**src/rtl/scan_pkg.sv**
```systemverilog
// Shared types and sizes for the scan sequencer and its next-line search.
package scan_pkg;
   localparam int NUM_LINES = 8;
   localparam int IDX_W     = 3;

   typedef enum logic [1:0] {
      IDLE,
      DWELL,
      BLANK
   } state_t;
endpackage

```
**src/rtl/scan_next_idx.sv**
```systemverilog
// Combinational circular search from cur_idx+1 for the next enabled line; wrap when it does not move upward.
module scan_next_idx
   import scan_pkg::*;
(
   input  logic [NUM_LINES-1:0] mask,
   input  logic [IDX_W-1:0]     cur_idx,
   output logic [IDX_W-1:0]     next_idx,
   output logic                 wrap
);
   logic [IDX_W-1:0] cand;

   // Scan the farthest candidate first so the nearest set bit is the one left standing.
   always_comb begin
      next_idx = cur_idx;
      cand     = '0;
      for (int k = NUM_LINES; k >= 1; k--) begin
         cand = cur_idx + IDX_W'(k);
         if (mask[cand]) next_idx = cand;
      end
   end

   assign wrap = (next_idx <= cur_idx);
endmodule

```
**src/rtl/scan_sequencer.sv**
```systemverilog
// Line scanner for a 3-to-8 decoder: en high DWELL_CYCLES per line, low BLANK_CYCLES between; all outputs registered.
// No backpressure; define SCAN_SKIP_MASK_EN to honour mask, otherwise lines 0..7 are scanned in order.
module scan_sequencer
   import scan_pkg::*;
#(
   parameter int DWELL_CYCLES = 1000,
   parameter int BLANK_CYCLES = 4
) (
   input  logic                 clk,
   input  logic                 rst,
   input  logic                 start,
   input  logic                 stop,
   input  logic [NUM_LINES-1:0] mask,
   output logic [IDX_W-1:0]     sel,
   output logic                 en,
   output logic                 busy,
   output logic                 frame_done
);
   localparam int DW_W = (DWELL_CYCLES > 1) ? $clog2(DWELL_CYCLES) : 1;
   localparam int BW_W = (BLANK_CYCLES > 1) ? $clog2(BLANK_CYCLES) : 1;
   localparam logic [DW_W-1:0] DW_LAST = DW_W'(DWELL_CYCLES - 1);
   localparam logic [BW_W-1:0] BL_LAST = BW_W'(BLANK_CYCLES - 1);

   state_t               state, state_nxt;
   logic [DW_W-1:0]      dwell_cnt, dwell_cnt_nxt;
   logic [BW_W-1:0]      blank_cnt, blank_cnt_nxt;
   logic                 hold, hold_nxt;
   logic                 fresh, fresh_nxt;
   logic [IDX_W-1:0]     sel_nxt, search_from, next_idx;
   logic                 en_nxt, busy_nxt, frame_done_nxt, wrap, mask_any;
   logic [NUM_LINES-1:0] eff_mask;

`ifdef SCAN_SKIP_MASK_EN
   assign eff_mask = mask;
`else
   logic unused_mask;
   assign unused_mask = ^mask;
   assign eff_mask    = '1;
`endif

   assign mask_any = |eff_mask;
   // Starting from the last line makes the circular search return the lowest enabled line.
   assign search_from = (state == IDLE || fresh) ? IDX_W'(NUM_LINES - 1) : sel;

   scan_next_idx u_next_idx (
      .mask     (eff_mask),
      .cur_idx  (search_from),
      .next_idx (next_idx),
      .wrap     (wrap)
   );

   always_ff @(posedge clk or posedge rst) begin
      if (rst) begin
         state      <= IDLE;
         dwell_cnt  <= '0;
         blank_cnt  <= '0;
         hold       <= 1'b0;
         fresh      <= 1'b0;
         sel        <= '0;
         en         <= 1'b0;
         busy       <= 1'b0;
         frame_done <= 1'b0;
      end else begin
         state      <= state_nxt;
         dwell_cnt  <= dwell_cnt_nxt;
         blank_cnt  <= blank_cnt_nxt;
         hold       <= hold_nxt;
         fresh      <= fresh_nxt;
         sel        <= sel_nxt;
         en         <= en_nxt;
         busy       <= busy_nxt;
         frame_done <= frame_done_nxt;
      end
   end

   always_comb begin
      state_nxt      = state;
      dwell_cnt_nxt  = dwell_cnt;
      blank_cnt_nxt  = blank_cnt;
      hold_nxt       = hold;
      fresh_nxt      = fresh;
      sel_nxt        = sel;
      en_nxt         = en;
      busy_nxt       = busy;
      frame_done_nxt = 1'b0;

      case (state)
         IDLE: begin
            if (start && !stop) begin
               busy_nxt      = 1'b1;
               dwell_cnt_nxt = '0;
               blank_cnt_nxt = '0;
               if (mask_any) begin
                  state_nxt = DWELL;
                  sel_nxt   = next_idx;
                  en_nxt    = 1'b1;
               end else begin
                  state_nxt = BLANK;
                  sel_nxt   = '0;
                  en_nxt    = 1'b0;
                  hold_nxt  = 1'b1;
                  fresh_nxt = 1'b1;
               end
            end
         end
         DWELL: begin
            if (dwell_cnt == DW_LAST) begin
               state_nxt     = BLANK;
               en_nxt        = 1'b0;
               dwell_cnt_nxt = '0;
               blank_cnt_nxt = '0;
            end else begin
               dwell_cnt_nxt = dwell_cnt + DW_W'(1);
            end
         end
         BLANK: begin
            if (hold) begin
               if (mask_any) begin
                  state_nxt     = DWELL;
                  en_nxt        = 1'b1;
                  sel_nxt       = next_idx;
                  hold_nxt      = 1'b0;
                  fresh_nxt     = 1'b0;
                  blank_cnt_nxt = '0;
               end
            end else if (blank_cnt == '0 && !mask_any) begin
               hold_nxt = 1'b1;
            end else begin
               if (blank_cnt == '0) begin
                  sel_nxt        = next_idx;
                  frame_done_nxt = wrap;
               end
               if (blank_cnt == BL_LAST) begin
                  state_nxt     = DWELL;
                  en_nxt        = 1'b1;
                  blank_cnt_nxt = '0;
               end else begin
                  blank_cnt_nxt = blank_cnt + BW_W'(1);
               end
            end
         end
         default: state_nxt = IDLE;
      endcase

      if (stop && state != IDLE) begin
         state_nxt      = IDLE;
         dwell_cnt_nxt  = '0;
         blank_cnt_nxt  = '0;
         hold_nxt       = 1'b0;
         fresh_nxt      = 1'b0;
         sel_nxt        = '0;
         en_nxt         = 1'b0;
         busy_nxt       = 1'b0;
         frame_done_nxt = 1'b0;
      end
   end
endmodule
```
**config.mk**
```make
export PLATFORM = sky130hd
export DESIGN_NAME = scan_sequencer
export DESIGN_NICKNAME = d
export VERILOG_FILES = /design/src/rtl/scan_pkg.sv /design/src/rtl/scan_next_idx.sv /design/src/rtl/scan_sequencer.sv
export SDC_FILE = /design/constraint.sdc
export NUM_CORES = 1
export LEC_CHECK = 0
export BUFFER_PORTS_ARGS = -buffer_cell sky130_fd_sc_hd__buf_2
export CAP_MARGIN = 20
export CORE_MARGIN = 3
export CORE_UTILIZATION = 40
export DETAILED_ROUTE_END_ITERATION = 10
export GPL_TIMING_DRIVEN = 1
export RECOVER_POWER = 25
export SLEW_MARGIN = 20
export SYNTH_ARGS = -nofsm -noshare
export SYNTH_HDL_FRONTEND = slang
export SYNTH_SLANG_ARGS = --single-unit
```
**constraint.sdc**
```tcl
create_clock -name clk -period 2 [get_ports clk]
set_input_delay 0.1 -clock clk [delete_from_list [all_inputs] [get_ports clk]]
set_output_delay 0.1 -clock clk [all_outputs]
set_load 0.05 [all_outputs]
```
==> results.json, run 1 <==
{
  "cts_tree": "done",
  "critical_path.endpoint_type": "flip-flop",
  "slowest_delay_ns": 0.39,
  "setup_viol": 0,
  "worstSetupPathType": "flip-flop to flip-flop",
  "final_antenna_net_count": 0,
  "maxSlewHeadroom_pct": 48.62,
  "muxShareOfSynthArea_pct": 2.725,
  "antenna_found_initial": 0,
  "cts_buffers": 3,
  "insertion_delay_ns": 0.30,
  "fin_crit_ns": 1.865,
  "p_per_area_nw_per_um2": 1265,
  "final_layout_size_suffix_gt1_share_pct": 21.53,
  "synth_top_family_by_area": "compound AO/OA/AOI/OAI gates",
  "syn_nets": 148,
  "firstDrtPassIters": 4,
  "overflow": 0,
  "wl_per_cell_um": 14.62,
  "totalPowerFinal_uw": 1781,
  "synth-xor-area-share_pct": 2.825,
  "root_buffer": "clkbuf_4",
  "place_congestion": 0.8476,
  "postCtsSetupBuffers": 0,
  "route.detailed.drc": 0,
  "ys.flop_type": "dfrtp_1",
  "synth_cell_type_count": 45,
  "num_vias": 1002,
  "hp-class": "primary input to flip-flop",
  "status": "finished clean",
  "postSynthAreaPerCell_um2": 9.687,
  "setup_tns_ns": 0,
  "grt_pass1_vias": 1032,
  "die_area_um2": 3804,
  "num_antenna_cells": 0,
  "maxCapViolCount": 0,
  "max-vdd-ir-drop_mv": 0.4858,
  "grt_usage_pct": 15.91,
  "synth-seq-cells": 20,
  "finalHoldViolCount": 0,
  "grt_pass1_wl_um": 4519,
  "seq_area_frac_synth_pct": 40.36,
  "first_iter_violations": 73,
  "clk_pin_slew_ns": 0.11,
  "vias_per_cell": 5.726,
  "worstPathMaxFanout": 5,
  "async_reset_ff_share_pct": 100.0,
  "fin_ws_ns": 0.1347,
  "synth_compound_area_share_pct": 24.02,
  "clock.fmax_mhz": 536.1,
  "grt_start_max_net_pins": 21,
  "crit_required_ns": 2.20,
  "synthCells": 128,
  "numPortBuffers": 9,
  "final_util_pct": 49.34,
  "die_h_um": 61.68,
  "tightestPinTransition_ns": 0.7698,
  "hpwl_um": 1932,
  "io_pins": 18,
  "path_cells": "inv_1, ha_1, nor2b_1, nor2_1, or2_2, a32o_1",
  "fin_crit_sh_pct": 93.27,
  "yosysWarnings": 0,
  "dp_slack_ns": 0.03559,
  "row_count": 19,
  "cts_max_path_buffers": 2,
  "synthAdderAreaFrac_pct": 8.073,
  "synth-simple-area-share_pct": 18.47,
  "synth-edff-count": 0,
  "critPathSlowestCell": "dfrtp_1",
  "worst-path-buf-inv": 1,
  "cp-start-kind": "flip-flop",
  "p_leak_uw": 0.0006099,
  "finClkSkew_ns": 0.004900,
  "nets": 166,
  "drt-total-wl_um": 2558,
  "holdWs_ns": 0.1606,
  "report.final.slew_viol_count": 0,
  "crit_arrival_ns": 2.07,
  "die_w_um": 61.68,
  "h-tree-depth": 1,
  "start_util_pct": 43.46,
  "synth_area_um2": 1240,
  "core_area_um2": 2853,
  "fillerInstances": 268,
  "critPathTopFamily": "simple AND/OR/NAND/NOR gates",
  "cts.sinks": 20,
  "area_growth_pct": 13.52
}
## path summary, 6_finish.rpt
path | start | endpoint | slack, ns | depth (start not counted)
setup reg to reg | state[0] | state[0] | 0.13 | 6
max in group asynchronous | rst | dwell_cnt[6] | 1.06 | 3
hold reg to reg | busy | busy | 0.52 | 1
setup / recovery | state[0] | state[0] | 0.13 | 6
hold / removal | stop | sel[0] | 0.16 | 2
min in group asynchronous | rst | dwell_cnt[0] | 0.46 | 3
## logic make-up (layout without fill, tap and decap cells)
group,Yosys count,in the layout
AND/OR/NAND/NOR,43,43
AO/OA/AOI/OAI,39,39
flip-flops,20,20
buffers and inverters,11,27
adder cells (fa/ha/maj),8,8
XOR/XNOR,4,4
multiplexers,3,3
## per-stage QoR
| stage | cells | cell area, µm² |
|---|---|---|
| floorplan | 128 | 1240 |
| global route | 175 | 1408 |
| detailed placement | 171 | 1351 |
| finish | 175 | 1408 |
| global placement | 171 | 1351 |
| CTS | 175 | 1384 |
## cell type report
cell class              count  area [µm²]  area share (%)
multi-input cells          97       720.7           51.20
flip-flops and latches     20       500.5           35.56
repair buffers             15       91.34           6.489
well taps                  31       38.79           2.756
inverters                   9       33.78           2.400
clock buffers               3       22.52           1.600
## Yosys cell counts, drive strengths merged (5+ instances only)
library cell  count  area (µm²)
inv               9       33.78
a21oi             6       30.03
o31ai             5       37.54
nand2            10       37.54
nor2             10       37.54
ha                8       100.1
o21ai             6       30.03
dfrtp            20       500.5
## flip-flops by register name, summed over array words and instances (netlist names)
signal / count
dwell_cnt: 10
sel: 3
blank_cnt: 2
state: 2
busy: 1
en: 1
frame_done: 1
## where the power goes
| part | leakage [µW] | total, µW | switching, µW | internal (µW) |
|---|---|---|---|---|
| Clock | 0.0000138 | 193 | 122 | 70.4 |
| Combinational | 0.000329 | 1020 | 626 | 393 |
| Sequential | 0.000267 | 570 | 73.4 | 496 |
## layout by cell type, fill, tap and decap left out, drive strengths merged, types with 2 or more instances in the layout
| cell | Yosys | final |
|---|---|---|
| clkbuf | 0 | 4 |
| o21ai | 6 | 6 |
| xnor2 | 2 | 2 |
| o2111ai | 2 | 2 |
| a21oi | 6 | 6 |
| o2bb2ai | 2 | 2 |
| or4 | 3 | 3 |
| nor2 | 10 | 10 |
| or2 | 3 | 3 |
| nand4 | 2 | 2 |
| nor2b | 3 | 3 |
| a211oi | 2 | 2 |
| o211ai | 2 | 2 |
| nand2 | 10 | 10 |
| a31o | 2 | 2 |
| o311ai | 2 | 2 |
| inv | 9 | 9 |
| xor2 | 2 | 2 |
| dfrtp | 20 | 20 |
| nand2b | 3 | 3 |
| ha | 8 | 8 |
| nand3 | 2 | 2 |
| mux2 | 3 | 3 |
| o31ai | 5 | 5 |
| buf | 2 | 13 |
## routing by layer
layer / global-route usage, % / routed length [µm]
met5: 0 / 0
met4: 7.576 / 44
met3: 2.516 / 50
met2: 24.36 / 1135
met1: 21.82 / 1328
## repair_timing
item,CTS,global route
endpoints found under the hold margin,20,0
hold buffers,1,0
setup endpoints to repair,0,7
resized for setup,0,5
## worst reg2reg max path: cells and delay by family, from the launching register on
family	cells	cell delay (ns)
simple gates	3	0.74
flops	1	0.39
fa+ha+maj	1	0.27
compound gates	1	0.26
buf+inv	1	0.12
(Power assumes the default switching activity.)
==> inputs of run 2 (changes only) <==
--- a/config.mk
+++ b/config.mk
@@ -8,9 +8,10 @@
 export BUFFER_PORTS_ARGS = -buffer_cell sky130_fd_sc_hd__buf_2
 export CAP_MARGIN = 20
 export CORE_MARGIN = 3
-export CORE_UTILIZATION = 40
+export CORE_UTILIZATION = 45
 export DETAILED_ROUTE_END_ITERATION = 10
 export GPL_TIMING_DRIVEN = 1
+export PLACE_DENSITY = 0.68
 export RECOVER_POWER = 25
 export SLEW_MARGIN = 20
 export SYNTH_ARGS = -nofsm -noshare
==> run 2 against run 1 <==
Effect of this change: cell area grew 0.18%; wire length grew 3.1%; clock-buffer cell count is the same; combinational power shrank 4%; critical path type unchanged; hold slack gained 0.00059 ns; non-clock buffer count shrank 2; die area shrank 10%; critical path depth is the same; first-iteration DRC count shrank 40%; setup slack lost 0.038 ns; utilization grew 6.1 points; largest power group unchanged; global-route usage grew 1.5 points.
==> results.json, run 2 (synthesized netlist as in run 1, its figures left out) <==
{
  "crit_required_ns": 2.24,
  "path_cells": "inv_1, ha_2, o21ba_2, o211ai_2, or4_1, a21oi_1",
  "rsz0062_at_grt": "no",
  "numPortBuffers": 9,
  "overflow": 0,
  "grtUsageMet2_pct": 28.87,
  "postCtsSetupBuffers": 0,
  "drt-total-wl_um": 2638,
  "num_vias": 1036,
  "grt_pass1_wl_um": 4554,
  "worstPathMaxFanout": 6,
  "cp-start-kind": "flip-flop",
  "first_iter_violations": 44,
  "clk_pin_slew_ns": 0.12,
  "cts_tree": "done",
  "hpwl_um": 1949,
  "setup_viol": 0,
  "fin_crit_ns": 1.903,
  "largest_reg_flops": 10,
  "p_leak_uw": 0.0006094,
  "rrSetupSlack_ns": 0.1,
  "worstSetupPathType": "flip-flop to flip-flop",
  "finalHoldViolCount": 0,
  "grt_usage_pct": 17.40,
  "max-vdd-ir-drop_mv": 0.8425,
  "area_growth_pct": 13.72,
  "cts_max_path_buffers": 2,
  "start_util_pct": 48.72,
  "hp-class": "primary input to flip-flop",
  "fin_crit_sh_pct": 95.16,
  "wl_per_cell_um": 15.25,
  "die_area_um2": 3421,
  "h-tree-depth": 1,
  "setup_tns_ns": 0,
  "final_cell_mix": "dfrtp_1 (20), nand2_1 (10), nor2_1 (10)",
  "final_util_pct": 55.41,
  "top_regs": "dwell_cnt: 10 flops, sel: 3 flops",
  "critPathTopFamily": "compound AO/OA/AOI/OAI gates",
  "critPathSlowestCell": "or4_1",
  "maxCapViolCount": 0,
  "grtUsageMet3_pct": 3.070,
  "top_usage_layer": "met2",
  "row_count": 18,
  "die_h_um": 58.49,
  "grt_use_met1_pct": 21.82,
  "vias_per_cell": 5.988,
  "core_area_um2": 2545,
  "route.detailed.drc": 0,
  "cts_buffers": 3,
  "crit_arrival_ns": 2.15,
  "mostFrequentLayoutCell": "dfrtp_1",
  "grt_pass1_vias": 1037,
  "antenna_found_initial": 0,
  "maxSlewHeadroom_pct": 48.97,
  "critical_path.endpoint_type": "flip-flop",
  "fillerInstances": 227,
  "firstDrtPassIters": 4,
  "root_buffer": "clkbuf_4",
  "top_register": "dwell_cnt",
  "num_antenna_cells": 0,
  "die_w_um": 58.49,
  "tightestPinTransition_ns": 0.7646,
  "final_layout_size_suffix_gt1_share_pct": 19.58,
  "p_per_area_nw_per_um2": 1345,
  "finClkSkew_ns": 0.001865,
  "place_congestion": 0.8557,
  "clock.fmax_mhz": 525.5,
  "cts.sinks": 20,
  "grt_start_max_net_pins": 21,
  "nets": 164,
  "insertion_delay_ns": 0.31,
  "status": "finished clean",
  "slowest_delay_ns": 0.50,
  "worst-path-buf-inv": 1,
  "report.final.slew_viol_count": 0,
  "io_pins": 18,
  "final_antenna_net_count": 0
}
[run 2: metrics by stage]
step           power (µW)  hold slack (ns)  cell area (µm²)  std cells  setup WS (ns)
6_report             1896           0.1612             1410        173        0.09689
5_1_grt              2039           0.1476             1410        173       0.009856
4_1_cts              1885           0.1542             1400        173        0.06802
3_5_place_dp         1538           0.2849             1335        168        0.02959
3_3_place_gp         1508           0.2619             1335        168        0.09685
2_1_floorplan        1316          0.06383             1240        128         0.1071
[run 2: report_power, final]
group          internal, µW  switching [µW]
clock                   203             133
sequential              496            80.4
combinational           370             613
[run 2: worst paths after layout]
path | from | cells past startpoint | endpoint
min | stop | 2 | sel[0]
max reg2reg | state[1] | 6 | dwell_cnt[7]
max in group asynchronous | rst | 3 | blank_cnt[0]
max | state[1] | 6 | dwell_cnt[7]
min reg2reg | busy | 1 | busy
min in group asynchronous | rst | 3 | dwell_cnt[7]
[run 2: layout make-up]
type	count	area [µm²]	share of cell area [%]
flip-flops and latches	20	500.5	35.49
clock inverters	1	30.03	2.130
multi-input cells	97	710.7	50.40
inverters	9	33.78	2.396
clock buffers	3	22.52	1.597
repair buffers	13	75.07	5.324
well taps	30	37.54	2.662
[run 2: metal layers]
metal,vias to the layer above,wire (µm)
met4,0,60
met1,504,1210
met2,20,1280
met3,7,86
li1,505,-
met5,-,0
[run 2: timing repair]
action / in CTS / in global routing
resized for setup: 1 / 2
hold buffers: 1 / 0
setup endpoints to repair: 1 / 3
hold endpoints to repair: 20 / 0
==> inputs of run 3 (changes only) <==
--- a/config.mk
+++ b/config.mk
@@ -5,13 +5,12 @@
 export SDC_FILE = /design/constraint.sdc
 export NUM_CORES = 1
 export LEC_CHECK = 0
-export BUFFER_PORTS_ARGS = -buffer_cell sky130_fd_sc_hd__buf_2
 export CAP_MARGIN = 20
 export CORE_MARGIN = 3
 export CORE_UTILIZATION = 45
 export DETAILED_ROUTE_END_ITERATION = 10
+export DONT_BUFFER_PORTS = 1
 export GPL_TIMING_DRIVEN = 1
-export PLACE_DENSITY = 0.68
 export RECOVER_POWER = 25
 export SLEW_MARGIN = 20
 export SYNTH_ARGS = -nofsm -noshare
==> run 3 against run 2 <==
Effect of this change: sequential power grew 22%; hold slack got worse by 0.14 ns; setup slack improved by 0.0033 ns; first-iteration DRC count fell by 36%; power fell by 6.1%.
==> results.json, run 3 (synthesized netlist as in run 1, its figures left out) <==
{
  "status": "finished clean",
  "p_per_area_nw_per_um2": 1284,
  "hp-class": "primary input to flip-flop",
  "fin_crit_ns": 1.900,
  "finalHoldViolCount": 0,
  "cts_tree": "done",
  "h-tree-depth": 1,
  "maxCapViolCount": 0,
  "wl_per_cell_um": 15.29,
  "die_area_um2": 3421,
  "numPortBuffers": 0,
  "max-vdd-ir-drop_mv": 1.046,
  "top_regs": "dwell_cnt: 10 flops, sel: 3 flops",
  "root_buffer": "clkbuf_4",
  "largest_reg_flops": 10,
  "top_register": "dwell_cnt",
  "r2r.worst_path.cells": 6,
  "nets": 161,
  "p_sw_share_pct": 45.33,
  "grt_pass1_wl_um": 4533,
  "hpwl_um": 1912,
  "power_frac_clock_pct": 13.7,
  "firstDrtPassIters": 4,
  "crit_required_ns": 2.25,
  "dp_cells": 161,
  "min-delay-start": "stop",
  "io_pins": 18,
  "stdcell_count": 170,
  "finClkSkew_ns": 0.001530,
  "route.detailed.drc": 0,
  "worstSetupPathType": "flip-flop to flip-flop",
  "cts_max_path_buffers": 2,
  "endpoint": "dwell_cnt[9]",
  "worstPathMaxFanout": 8,
  "cts.sinks": 20,
  "fin_crit_sh_pct": 94.99,
  "num_vias": 992,
  "r2r_start": "state[1]",
  "first_iter_violations": 28,
  "maxSlewHeadroom_pct": 48.10,
  "netSwitchingPower_uw": 807.0,
  "grt_usage_pct": 17.38,
  "final_layout_size_suffix_gt1_share_pct": 17.86,
  "seqPwrFrac_pct": 39.4,
  "rrSetupSlack_ns": 0.10,
  "fillerInstances": 229,
  "vias_per_cell": 5.835,
  "antenna_found_initial": 0,
  "core_area_um2": 2545,
  "row_count": 18,
  "die_h_um": 58.49,
  "drt-total-wl_um": 2600,
  "clk_pin_slew_ns": 0.12,
  "cts_buffers": 3,
  "num_antenna_cells": 0,
  "crit_arrival_ns": 2.15,
  "place_congestion": 0.7865,
  "rsz0062_at_grt": "yes",
  "grt_start_max_net_pins": 21,
  "p_int_uw": 973.5,
  "setup_tns_ns": 0,
  "totalPowerFinal_uw": 1780,
  "worstSetupStartpoint": "state[1]",
  "mostFrequentLayoutCell": "dfrtp_1",
  "final_cell_mix": "dfrtp_1 (20), nand2_1 (10), nor2_1 (10)",
  "area_growth_pct": 11.81,
  "clock.fmax_mhz": 526.4,
  "grt_pass1_vias": 1001,
  "final_antenna_net_count": 0,
  "cp-start-kind": "flip-flop",
  "r2r-end": "dwell_cnt[9]",
  "setup_viol": 0,
  "critical_path.endpoint_type": "flip-flop",
  "die_w_um": 58.49,
  "tightestPinTransition_ns": 0.7776,
  "p_leak_uw": 0.0005994,
  "overflow": 0,
  "insertion_delay_ns": 0.31,
  "report.final.slew_viol_count": 0,
  "start_util_pct": 48.72,
  "holdWs_ns": 0.01841,
  "p_comb_share_pct": 46.9
}
run 3: worst min-delay path by stage:
stage,cells after the start,to,slack [ns]
floorplan,1,blank_cnt[0],0.06
global placement,1,dwell_cnt[7],0.17
detailed placement,1,dwell_cnt[7],0.19
CTS,2,busy,0.009
global route,2,busy,0.03
finish,2,busy,0.02
run 3: metal layers:
metal	GRT usage [%]	part of all wire (%)	up-vias
li1	-	-	499
met1	22.56	50	475
met2	27.91	44	14
met3	3.289	3.5	4
met4	7.947	1.9	0
met5	0	0	-
run 3: per-stage QoR:
stage | utilization [%] | cell area, µm² | setup WS, ns
after detailed placement | 51.28 | 1305 | 0.05405
after floorplan | - | 1240 | 0.1071
final | 54.47 | 1386 | 0.1002
after global placement | 51.28 | 1305 | 0.07925
after global routing | 54.47 | 1386 | -0.03497
after CTS | 53.49 | 1361 | 0.01825
run 3: power groups by stage:
stage          clock, µW  sequential (µW)  combinational (µW)
3_3_place_gp           0              709                 769
4_1_cts              255              705                 798
6_report             245              702                 834
3_5_place_dp           0              712                 787
5_1_grt              270              721                 929
2_1_floorplan          0              751                 564
run 3: repair_timing:
action	4_1_cts	5_1_grt
endpoints found under the hold margin	21	0
setup buffers	0	3
gates resized for setup	0	1
setup endpoints to repair	0	6
hold buffers	2	0
run 3: area by class of cell:
cell class / count / area (µm²) / share of cell area, %
multi-input cells: 97 / 698.2 / 50.36
well taps: 30 / 37.54 / 2.708
repair buffers: 10 / 80.08 / 5.776
clock buffers: 4 / 36.28 / 2.617
flip-flops and latches: 20 / 500.5 / 36.10
inverters: 9 / 33.78 / 2.437
run 3: worst max-delay path: stages (launching register included):
cell	delay [ns]
dfrtp_1	0.42
inv_1	0.11
ha_2	0.25
and3b_2	0.27
o211ai_2	0.15
or4_1	0.49
a21oi_1	0.15
